<file path="src/rtl/fofb_cc_crc_framer.sv">
// rtl/fofb_cc_crc_framer.sv - frames a payload stream with the external CRC engine's two result words
// Payload words pass through a one-deep output register; the CRC hi/lo words follow after end of frame.
module fofb_cc_crc_framer (
  input  logic        clk,
  input  logic        reset,
  input  logic [15:0] s_data,
  input  logic        s_valid,
  input  logic        s_sof,
  input  logic        s_eof,
  output logic        s_ready,
  output logic [15:0] m_data,
  output logic        m_valid,
  output logic        m_sof,
  output logic        m_eof,
  input  logic        m_ready,
  output logic [15:0] crc_d,
  output logic        crc_calc,
  output logic        crc_d_valid,
  output logic        crc_init,
  input  logic [15:0] crc_word,
  output logic [15:0] frame_count,
  output logic [7:0]  drop_count,
  output logic        sof_err
);

  typedef enum logic [1:0] {IDLE, PAYLOAD, CRC_HI, CRC_LO} state_t;

  state_t      state, state_nxt;
  logic        ofree;
  logic        take;
  logic        load;
  logic [15:0] load_data;
  logic        load_sof;
  logic        load_eof;
  logic        drop;
  logic        frame_done;
  logic        sof_err_nxt;

  assign ofree = ~m_valid | m_ready;
  assign take  = s_valid & ofree;

  // Everything is gated by reset so no strobe can reach the engine while it is being reset.
  always_comb begin
    state_nxt   = state;
    s_ready     = 1'b0;
    load        = 1'b0;
    load_data   = s_data;
    load_sof    = 1'b0;
    load_eof    = 1'b0;
    crc_d       = s_data;
    crc_calc    = 1'b0;
    crc_d_valid = 1'b0;
    crc_init    = 1'b0;
    drop        = 1'b0;
    frame_done  = 1'b0;
    sof_err_nxt = 1'b0;
    if (!reset) begin
      case (state)
        IDLE: begin
          s_ready = ofree;
          if (take) begin
            if (s_sof) begin
              load        = 1'b1;
              load_sof    = 1'b1;
              crc_d_valid = 1'b1;
              crc_calc    = 1'b1;
              state_nxt   = s_eof ? CRC_HI : PAYLOAD;
            end else begin
              drop = 1'b1;
            end
          end
        end
        PAYLOAD: begin
          s_ready = ofree;
          if (take) begin
            load        = 1'b1;
            crc_d_valid = 1'b1;
            crc_calc    = 1'b1;
            sof_err_nxt = s_sof;
            if (s_eof) state_nxt = CRC_HI;
          end
        end
        CRC_HI: begin
          // Shift strobe moves the engine's low half up for the CRC_LO word.
          if (ofree) begin
            load        = 1'b1;
            load_data   = crc_word;
            crc_d_valid = 1'b1;
            state_nxt   = CRC_LO;
          end
        end
        CRC_LO: begin
          if (ofree) begin
            load       = 1'b1;
            load_data  = crc_word;
            load_eof   = 1'b1;
            crc_init   = 1'b1;
            frame_done = 1'b1;
            state_nxt  = IDLE;
          end
        end
        default: state_nxt = IDLE;
      endcase
    end
  end

  always_ff @(posedge clk or posedge reset) begin
    if (reset) begin
      state       <= IDLE;
      m_valid     <= 1'b0;
      m_data      <= 16'h0000;
      m_sof       <= 1'b0;
      m_eof       <= 1'b0;
      sof_err     <= 1'b0;
      frame_count <= 16'h0000;
      drop_count  <= 8'h00;
    end else begin
      state   <= state_nxt;
      sof_err <= sof_err_nxt;
      if (load) begin
        m_valid <= 1'b1;
        m_data  <= load_data;
        m_sof   <= load_sof;
        m_eof   <= load_eof;
      end else if (m_ready) begin
        m_valid <= 1'b0;
      end
      if (frame_done) frame_count <= frame_count + 16'd1;
      if (drop && drop_count != 8'hFF) drop_count <= drop_count + 8'd1;
    end
  end

endmodule

</file>
<file path="config.mk">
export PLATFORM = sky130hd
export DESIGN_NAME = fofb_cc_crc_framer
export DESIGN_NICKNAME = d
export VERILOG_FILES = /design/src/rtl/fofb_cc_crc_framer.sv
export SDC_FILE = /design/constraint.sdc
export NUM_CORES = 1
export LEC_CHECK = 0
export CAP_MARGIN = 20
export CORE_MARGIN = 1
export CORE_UTILIZATION = 35
export CTS_CLUSTER_DIAMETER = 150
export CTS_CLUSTER_SIZE = 14
export DETAILED_ROUTE_END_ITERATION = 10
export GPL_TIMING_DRIVEN = 0
export PLACE_DENSITY = 0.77
export SETUP_SLACK_MARGIN = 0.15
export SLEW_MARGIN = 40
export SYNTH_ARGS = -nofsm -noshare
export SYNTH_HDL_FRONTEND = slang
export SYNTH_SLANG_ARGS = --single-unit
</file>
<file path="constraint.sdc">
create_clock -name clk -period 3 [get_ports clk]
set_clock_uncertainty 0.05 [all_clocks]
set_input_delay 0.3 -clock clk [delete_from_list [all_inputs] [get_ports clk]]
set_output_delay 0.3 -clock clk [all_outputs]
set_load 0.05 [all_outputs]
</file>
==> After elaboration in Yosys (flattened, before gate mapping) <==
Index checks and enable logic that the tools add are counted.
{ "word_totals": {"output_inout_bits": 64, "ff_bits": 46, "word_cells": 66} }
{ "classes": {"mux": 36, "eq_ne": 10, "n_bitwise": 4, "n_reduce_logical": 6, "add_sub_neg": 2} }
{ "ops": {"columns": ["operator", "count"], "rows": [
  ["$mux 16", 3],
  ["$mux 1", 22],
  ["$add 16x1->16 const B", 1],
  ["$mux 2", 7],
  ["$ne 2x2->1 const B", 6],
  ["$add 8x1->8 const B", 1],
  ["$ne 8x8->1 const B", 1],
  ["$pmux 2 s4", 1],
  ["$reduce_and 7->1", 1],
  ["$pmux 1 s3", 2],
  ["$eq 2x2->1 const B", 2],
  ["$reduce_or 2->1", 2],
  ["$eq 2x1->1 const B", 1],
  ["$logic_not 2->1", 1],
  ["$not 1->1", 2],
  ["$pmux 1 s2", 1],
  ["$reduce_bool 2->1", 1],
  ["$and 1x1->1", 1],
  ["$logic_and 1x1->1", 1],
  ["$or 1x1->1", 1]
]} }

==> Longest topological paths before layout <==
Gate-level depths: netlist of the first run.
{ "depth": {"word_depth": 7, "ltp_mapped": 7} }

==> Least setup slack after synthesis of the first run <==
OpenSTA, ideal clock, no wires.
{ "synth_path": {"kind": "input to register", "from": "input port reset", "to": "register frame_count[2]", "t_arrival_ns": 2.549, "stages": 6, "slack_ns": 0.259, "setup_ns": 0.142, "required_time_ns": 2.808, "cell_sequence": "buf_2 inv_1 nand3_1 inv_1 nand2_1 xnor2_1"} }
{ "synth_between": {"elab_chain_cells": 1} }
{ "synth_rtl": {"columns": ["item", "line_no", "text"], "rows": [
  ["from (decl)", "5", "input logic reset,"],
  ["$mux 1", null, null],
  ["named net crc_init", "19", "output logic crc_init,"],
  ["to (signal assigned)", "128", "if (frame_done) frame_count <= frame_count + 16'd1;"],
  ["to (decl)", "21", "output logic [15:0] frame_count,"]
]} }
The timed path passes the listed nets, and every way through them passes these cells.
A chain may end at the register's enable or synchronous reset.

==> Worst setup path after layout of the first run <==
{ "layout_path": {"from": "register state[1]", "to": "output port crc_d_valid"} }
{ "layout_between": {"elab_chain_cells": 3, "elab_cells_between_ends": 5} }
{ "layout_rtl": {"columns": ["item", "line_no", "text"], "rows": [
  ["from (decl)", "28", "state_t state, state_nxt;"],
  ["from (signal assigned)", "118", "state <= state_nxt;"],
  ["$eq 2x2->1, or another cell as far along", "58", "case (state)"],
  ["$pmux 1 s3 (*)", "58", null],
  ["$mux 1 (*)", "57", "if (!reset) begin"],
  ["to (decl)", "18", "output logic crc_d_valid,"]
]} }
Mark *: on every way between the ends. The rest lies on a longest branch, timed or not.

==> impl_metrics.csv, run 1 <==
group,metric,value,unit
clock_network,clock-sinks,46,
grt,grt_start_max_net_pins,36,
detailed_routing,first_iter_violations,46,
pwr,finalPower,3.25,mW
grt,gr-total-overflow,0,
worst_hold_path,hp-class,"input port to asynchronous set/reset pin",
pwr,p_leak,1.57,nW
grt,track_usage,16.2,%
synthesis,async_reset_ff_share,100,%
status,status,"complete, no violations",
pwr,combPwrFrac,58.9,%
pwr,clkPwrFrac,12.1,%
cells_and_area,fin_util,54.6,%
cells_and_area,antenna_cells,0,
synthesis,yosysWarnings,0,
run,maxCapViolCount,0,
timing,min_period,2.63,ns
pwr,power_per_cell_area,875,nW/um^2
synthesis,synthCells,231,
floorplanning,fp.dieH,85.8,um
cells_and_area,layout-drive-gt1-share,12.9,%
timing,setup_ws,0.370,ns
pwr,p_sw_share,48.0,%
pwr,seqPwrFrac,29.1,%
synthesis,synthDistinctLibCells,36,
synthesis,syn_nets,277,
floorplanning,num_io_pins,102,
critical_path,cp.arrival,2.28,ns
timing,tns,0,ns
detailed_routing,drt-total-wl,5.49,mm
grt,grt_pass1_vias,2081,
timing,fin_hold_ws,0.0594,ns
floorplanning,die_area,7370,sq um
timing,setup_violations,0,
detailed_routing,post_drt_wl_per_cell,12.6,um
timing,rsz0062_at_grt,"false",
timing,tightestPinTransition,0.628,ns
detailed_routing,viasPerCell,4.62,
synthesis,ys_seq_area_share,46.8,%
synthesis,synth-edff-count,0,
place,hpwl,4.23,mm
critical_path,start_kind,"flip-flop",
floorplanning,die_w,85.8,um
clock_network,clock_latency,0.29,ns
place,portBuffers,100,
clock_network,root_buffer,"clkbuf_8",
pwr,power_switching,1.56,mW
grt,grt_pass1_wl,9.47,mm
critical_path,critPathRequiredTime,2.65,ns
floorplanning,initial_core_util,36.2,%
synthesis,synth_area_per_cell,10.6,sq um
grt,antenna_found_initial,0,
floorplanning,std_cell_rows,30,
detailed_routing,ant_nets,0,
critical_path,path_class,"flip-flop to output pin",
timing,max_freq,0.380,GHz
detailed_routing,drc,0,
pwr,max-vdd-ir-drop,0.400,mV
clock_network,tritoncts,"done",
clock_network,cts_buffer_depth,2,
synthesis,syn_area,2460,sq um
timing,fin_crit_sh,87.7,%
synthesis,ys_ff_latch,46,
detailed_routing,drt-pass1-iter-count,4,
timing,hold_viol,0,
timing,drv_slew,0,
clock_network,cts_buffers,5,
clock_network,cts_max_level,2,
cells_and_area,syn_to_final_growth,50.8,%
clock_network,clk_transition_reported_paths,0.09,ns
critical_path,path_max_fanout,5,
place,gp_congestion,0.815,
floorplanning,core,6790,sq um
pwr,internal_power,1.69,mW
cells_and_area,num-nets-final,386,
clock_network,cts_setup_buffers,0,
timing,slew_headroom,58.0,%
synthesis,ys.flop_type,"dfrtp_1",
place,place_worst_setup_slack,0.427,ns
detailed_routing,vias,2018,
critical_path,endpoint_kind,"output pin",
[flip-flops by register name, summed over array words and instances, names as in the netlist]
name and flops:
m_data 16, frame_count 16, drop_count 8, m_sof 1, m_valid 1, state 2, m_eof 1, sof_err 1
[final timing paths]
check,from,endpoint,slack [ns],depth (start not counted)
hold / removal,reset,frame_count[1],0.06,3
min in group clk,reset,sof_err,0.32,2
setup reg to reg,state[0],m_data[7],0.83,6
hold reg to reg,frame_count[15],frame_count[15],0.43,1
max in group asynchronous,reset,m_data[11],1.80,3
setup / recovery,state[1],crc_d_valid,0.37,6
[critical path, cell delays in order, from the launching register on]
cell and delay [ns]:
dfrtp_1 0.42, inv_1 0.14, ha_1 0.27, a21o_1 0.11, nand3_1 0.09, a21oi_1 0.15
clkdlybuf4s50_1 0.82
[metal layers]
metal	GRT usage, %	share of wire [%]
met3	4.43	6.2
met1	19.9	43
met4	4.55	0.49
met5	0	0
met2	27.9	50
[repair_timing]
item | in CTS | in global routing
resized for setup | 0 | 0
hold buffers | 1 | 0
hold endpoints to repair | 14 | 0
[cells in the mapped netlist, drive strengths merged (6+ instances only)]
cell type / number / area share [%]
inv: 7 / 1.1
mux2i: 19 / 7.7
ha: 8 / 4.1
a21oi: 17 / 3.5
nand4: 6 / 1.5
dfrtp: 46 / 47
buf: 23 / 6.8
nand2: 15 / 2.3
nor2: 23 / 3.5
xor2: 7 / 2.5
xnor2: 13 / 4.6
nand3: 12 / 2.4
[cell families after synthesis]
family	synth area share [%]
buf+inv	7.88
compound gates	6.92
xor+xnor	7.12
flops	46.8
simple gates	17.2
fa+ha+maj	4.07
mux	10.0
[power groups by stage]
stage	clock network (mW)	logic [mW]	registers, mW
floorplan	0	0.752	1.52
global placement	0	1.90	0.947
detailed placement	0	1.93	0.952
CTS	0.410	1.93	0.947
global route	0.440	2.04	0.977
finish	0.391	1.91	0.944
[stage by stage]
stage,instances,instance area (sq um)
2_1_floorplan,231,2460
3_3_place_gp,427,3580
3_5_place_dp,428,3600
4_1_cts,437,3710
5_1_grt,437,3710
6_report,437,3710
[cell usage in the layout, fill, tap and decap left out, types with 7 or more instances in the layout]
master and count:
xnor2_1 13, nor2_1 23, dfrtp_1 46, buf_4 19, clkdlybuf4s50_1 100, a21oi_1 17
nand3_1 12, nand2_1 15, mux2i_1 19, ha_1 8, xor2_1 7
[layout make-up]
class / count / area, sq um
fillers: 617 / 3090
flip-flops and latches: 46 / 1150
multi-input cells: 155 / 1110
repair buffers: 102 / 1030
plain buffers: 23 / 168
well taps: 96 / 120
clock buffers: 6 / 82.6
inverters: 7 / 28.8
clock inverters: 2 / 12.5
(Power assumes the default switching activity.)
==> inputs of run 2 (changes only) <==
--- a/config.mk
+++ b/config.mk
@@ -14,7 +14,7 @@
 export GPL_TIMING_DRIVEN = 0
 export PLACE_DENSITY = 0.77
 export SETUP_SLACK_MARGIN = 0.15
-export SLEW_MARGIN = 40
+export SKIP_LAST_GASP = 1
 export SYNTH_ARGS = -nofsm -noshare
 export SYNTH_HDL_FRONTEND = slang
 export SYNTH_SLANG_ARGS = --single-unit
==> constraint.sdc (replaced) <==
create_clock -name clk -period 2.62 [get_ports clk]
set_clock_uncertainty 0.05 [all_clocks]
set_input_delay 0.262 -clock clk [delete_from_list [all_inputs] [get_ports clk]]
set_output_delay 0.262 -clock clk [all_outputs]
set_load 0.05 [all_outputs]
==> impl_metrics.csv, run 2 (same netlist as run 1, synthesis figures left out) <==
group,metric,value,unit
status,status,"complete, no violations",
cells_and_area,layout.cells.non_filler,438,
detailed_routing,vias,2054,
timing,fin_crit_sh,87.1,%
floorplanning,die_w,85.8,um
detailed_routing,viasPerCell,4.69,
critical_path,cpPeakStageDelay,0.51,ns
timing,rsz0062_at_grt,"false",
clock_network,cts_buffer_depth,2,
clock_network,clock-sinks,46,
critical_path,path_class,"flip-flop to output pin",
grt,gr-total-overflow,0,
clock_network,cts_max_level,2,
floorplanning,num_io_pins,102,
grt,grt_start_max_net_pins,25,
timing,setup_violations,0,
floorplanning,fp.dieH,85.8,um
place,portBuffers,100,
clock_network,tritoncts,"done",
clock_network,cts.hold.buffers_added,0,
detailed_routing,first_iter_violations,32,
detailed_routing,drt-pass1-iter-count,4,
pwr,combPwrFrac,59.0,%
grt,grt_pass1_wl,9.08,mm
cells_and_area,layout_commonest_cell,"clkdlybuf4s50_1",
floorplanning,die_area,7370,sq um
pwr,p_leak,1.59,nW
floorplanning,std_cell_rows,30,
cells_and_area,syn_to_final_growth,50.3,%
clock_network,root_buffer,"clkbuf_8",
critical_path,start_kind,"flip-flop",
grt,track_usage,15.8,%
critical_path,crit_path_cell_trace,"inv_1 -> ha_1 -> a21o_1 -> nand3_1 -> inv_1 -> dlygate4sd2_1",
floorplanning,core,6790,sq um
pwr,power_per_cell_area,1010,nW/um^2
worst_hold_path,hp-class,"input port to asynchronous set/reset pin",
timing,tightestPinTransition,0.577,ns
detailed_routing,drt-total-wl,5.76,mm
place,gp_congestion,0.809,
detailed_routing,drc,0,
cells_and_area,num-nets-final,387,
cells_and_area,layout-drive-gt1-share,13.5,%
detailed_routing,ant_nets,0,
timing,slew_headroom,61.3,%
critical_path,crit_slowest_cell,"dlygate4sd2_1",
pwr,internal_power,1.92,mW
critical_path,endpoint_kind,"output pin",
cells_and_area,antenna_cells,0,
run,maxCapViolCount,0,
detailed_routing,post_drt_wl_per_cell,13.2,um
critical_path,path_max_fanout,4,
timing,max_freq,0.438,GHz
timing,min_period,2.28,ns
clock_network,cts_buffers,5,
grt,grt_pass1_vias,1905,
clock_network,clock_latency,0.29,ns
cells_and_area,mostFrequentLayoutCells,"clkdlybuf4s50_1 (96), dfrtp_1 (46), nor2_1 (23)",
timing,drv_slew,0,
clock_network,cts_setup_buffers,0,
pwr,p_sw_share,48.3,%
timing,tns,0,ns
clock_network,clk_transition_reported_paths,0.08,ns
floorplanning,initial_core_util,36.2,%
place,hpwl,4.23,mm
cells_and_area,top_regs,"frame_count x16, m_data x16, drop_count x8",
place,dp_cells,427,
grt,antenna_found_initial,0,
critical_path,path_common_cell,"inv_1",
critical_path,critPathRequiredTime,2.31,ns
pwr,max-vdd-ir-drop,0.463,mV
timing,hold_viol,0,
pwr,seqPwrFrac,29.0,%
pwr,power_switching,1.80,mW
critical_path,cp.arrival,1.97,ns
pwr,clkPwrFrac,12.0,%
## run 2: cell count changes in the layout (fill, tap and decap cells not counted), sizes merged
cell / change
clkdlybuf4s50: -4
clkinvlp: +2
dlymetal6s2s: +1
inv: -1
dlygate4sd3: -1
dlygate4sd2: +2
clkbuf: +2
## run 2: area by class of cell
class                   count  area [sq um]
plain buffers              23           168
clock buffers               7          86.3
clock inverters             1          5.00
fillers                   607          3100
inverters                   7          30.0
multi-input cells         155          1110
flip-flops and latches     46          1150
well taps                  96           120
repair buffers            101          1010
repair inverters            2          10.0
## run 2: final timing paths
check	startpoint	endpoint	slack, ns	cells past startpoint
setup / recovery	state[0]	crc_calc	0.34	6
hold / removal	reset	m_sof	0.008	2
setup reg to reg	state[0]	m_data[7]	0.44	6
hold reg to reg	frame_count[15]	frame_count[15]	0.43	1
max in group asynchronous	reset	frame_count[1]	2.06	3
min in group clk	reset	sof_err	0.36	2
## run 2: worst max-delay path, delay by kind of cell (launching register included)
kind            cells  cell delay, ns
buf+inv             3            0.73
flops               1            0.43
fa+ha+maj           1            0.27
compound gates      1            0.14
simple gates        1            0.09
## run 2: metrics by stage
| step | util, % | area [sq um] | hold WS [ns] | setup WS [ns] | total power [mW] |
|---|---|---|---|---|---|
| 3_5_place_dp | 52.8 | 3580 | 0.426 | -0.634 | 3.30 |
| 3_3_place_gp | 52.8 | 3580 | 0.422 | -0.609 | 3.26 |
| 5_1_grt | 54.4 | 3700 | 0.0294 | 0.217 | 3.94 |
| 2_1_floorplan | - | 2460 | 0.403 | 0.264 | 2.60 |
| 4_1_cts | 54.2 | 3680 | 0.0253 | 0.0777 | 3.75 |
| 6_report | 54.4 | 3700 | 0.00849 | 0.338 | 3.72 |
## run 2: power groups by stage
stage	Combinational [mW]	Clock (mW)	Sequential, mW
3_3_place_gp	2.17	0	1.08
5_1_grt	2.34	0.492	1.11
3_5_place_dp	2.21	0	1.09
6_report	2.19	0.445	1.08
2_1_floorplan	0.861	0	1.74
4_1_cts	2.21	0.463	1.08
## run 2: timing repair
action                     in CTS  in global routing
gates cloned                    2                  0
resized for setup               3                  3
setup endpoints to repair       4                  2
## run 2: per-layer routing
layer,share of wire [%],wire length [um],track usage [%]
met5,0,0,0
met4,1.1,63,4.24
met3,7.7,442,6.26
met2,49,2820,26.8
met1,42,2440,18.7
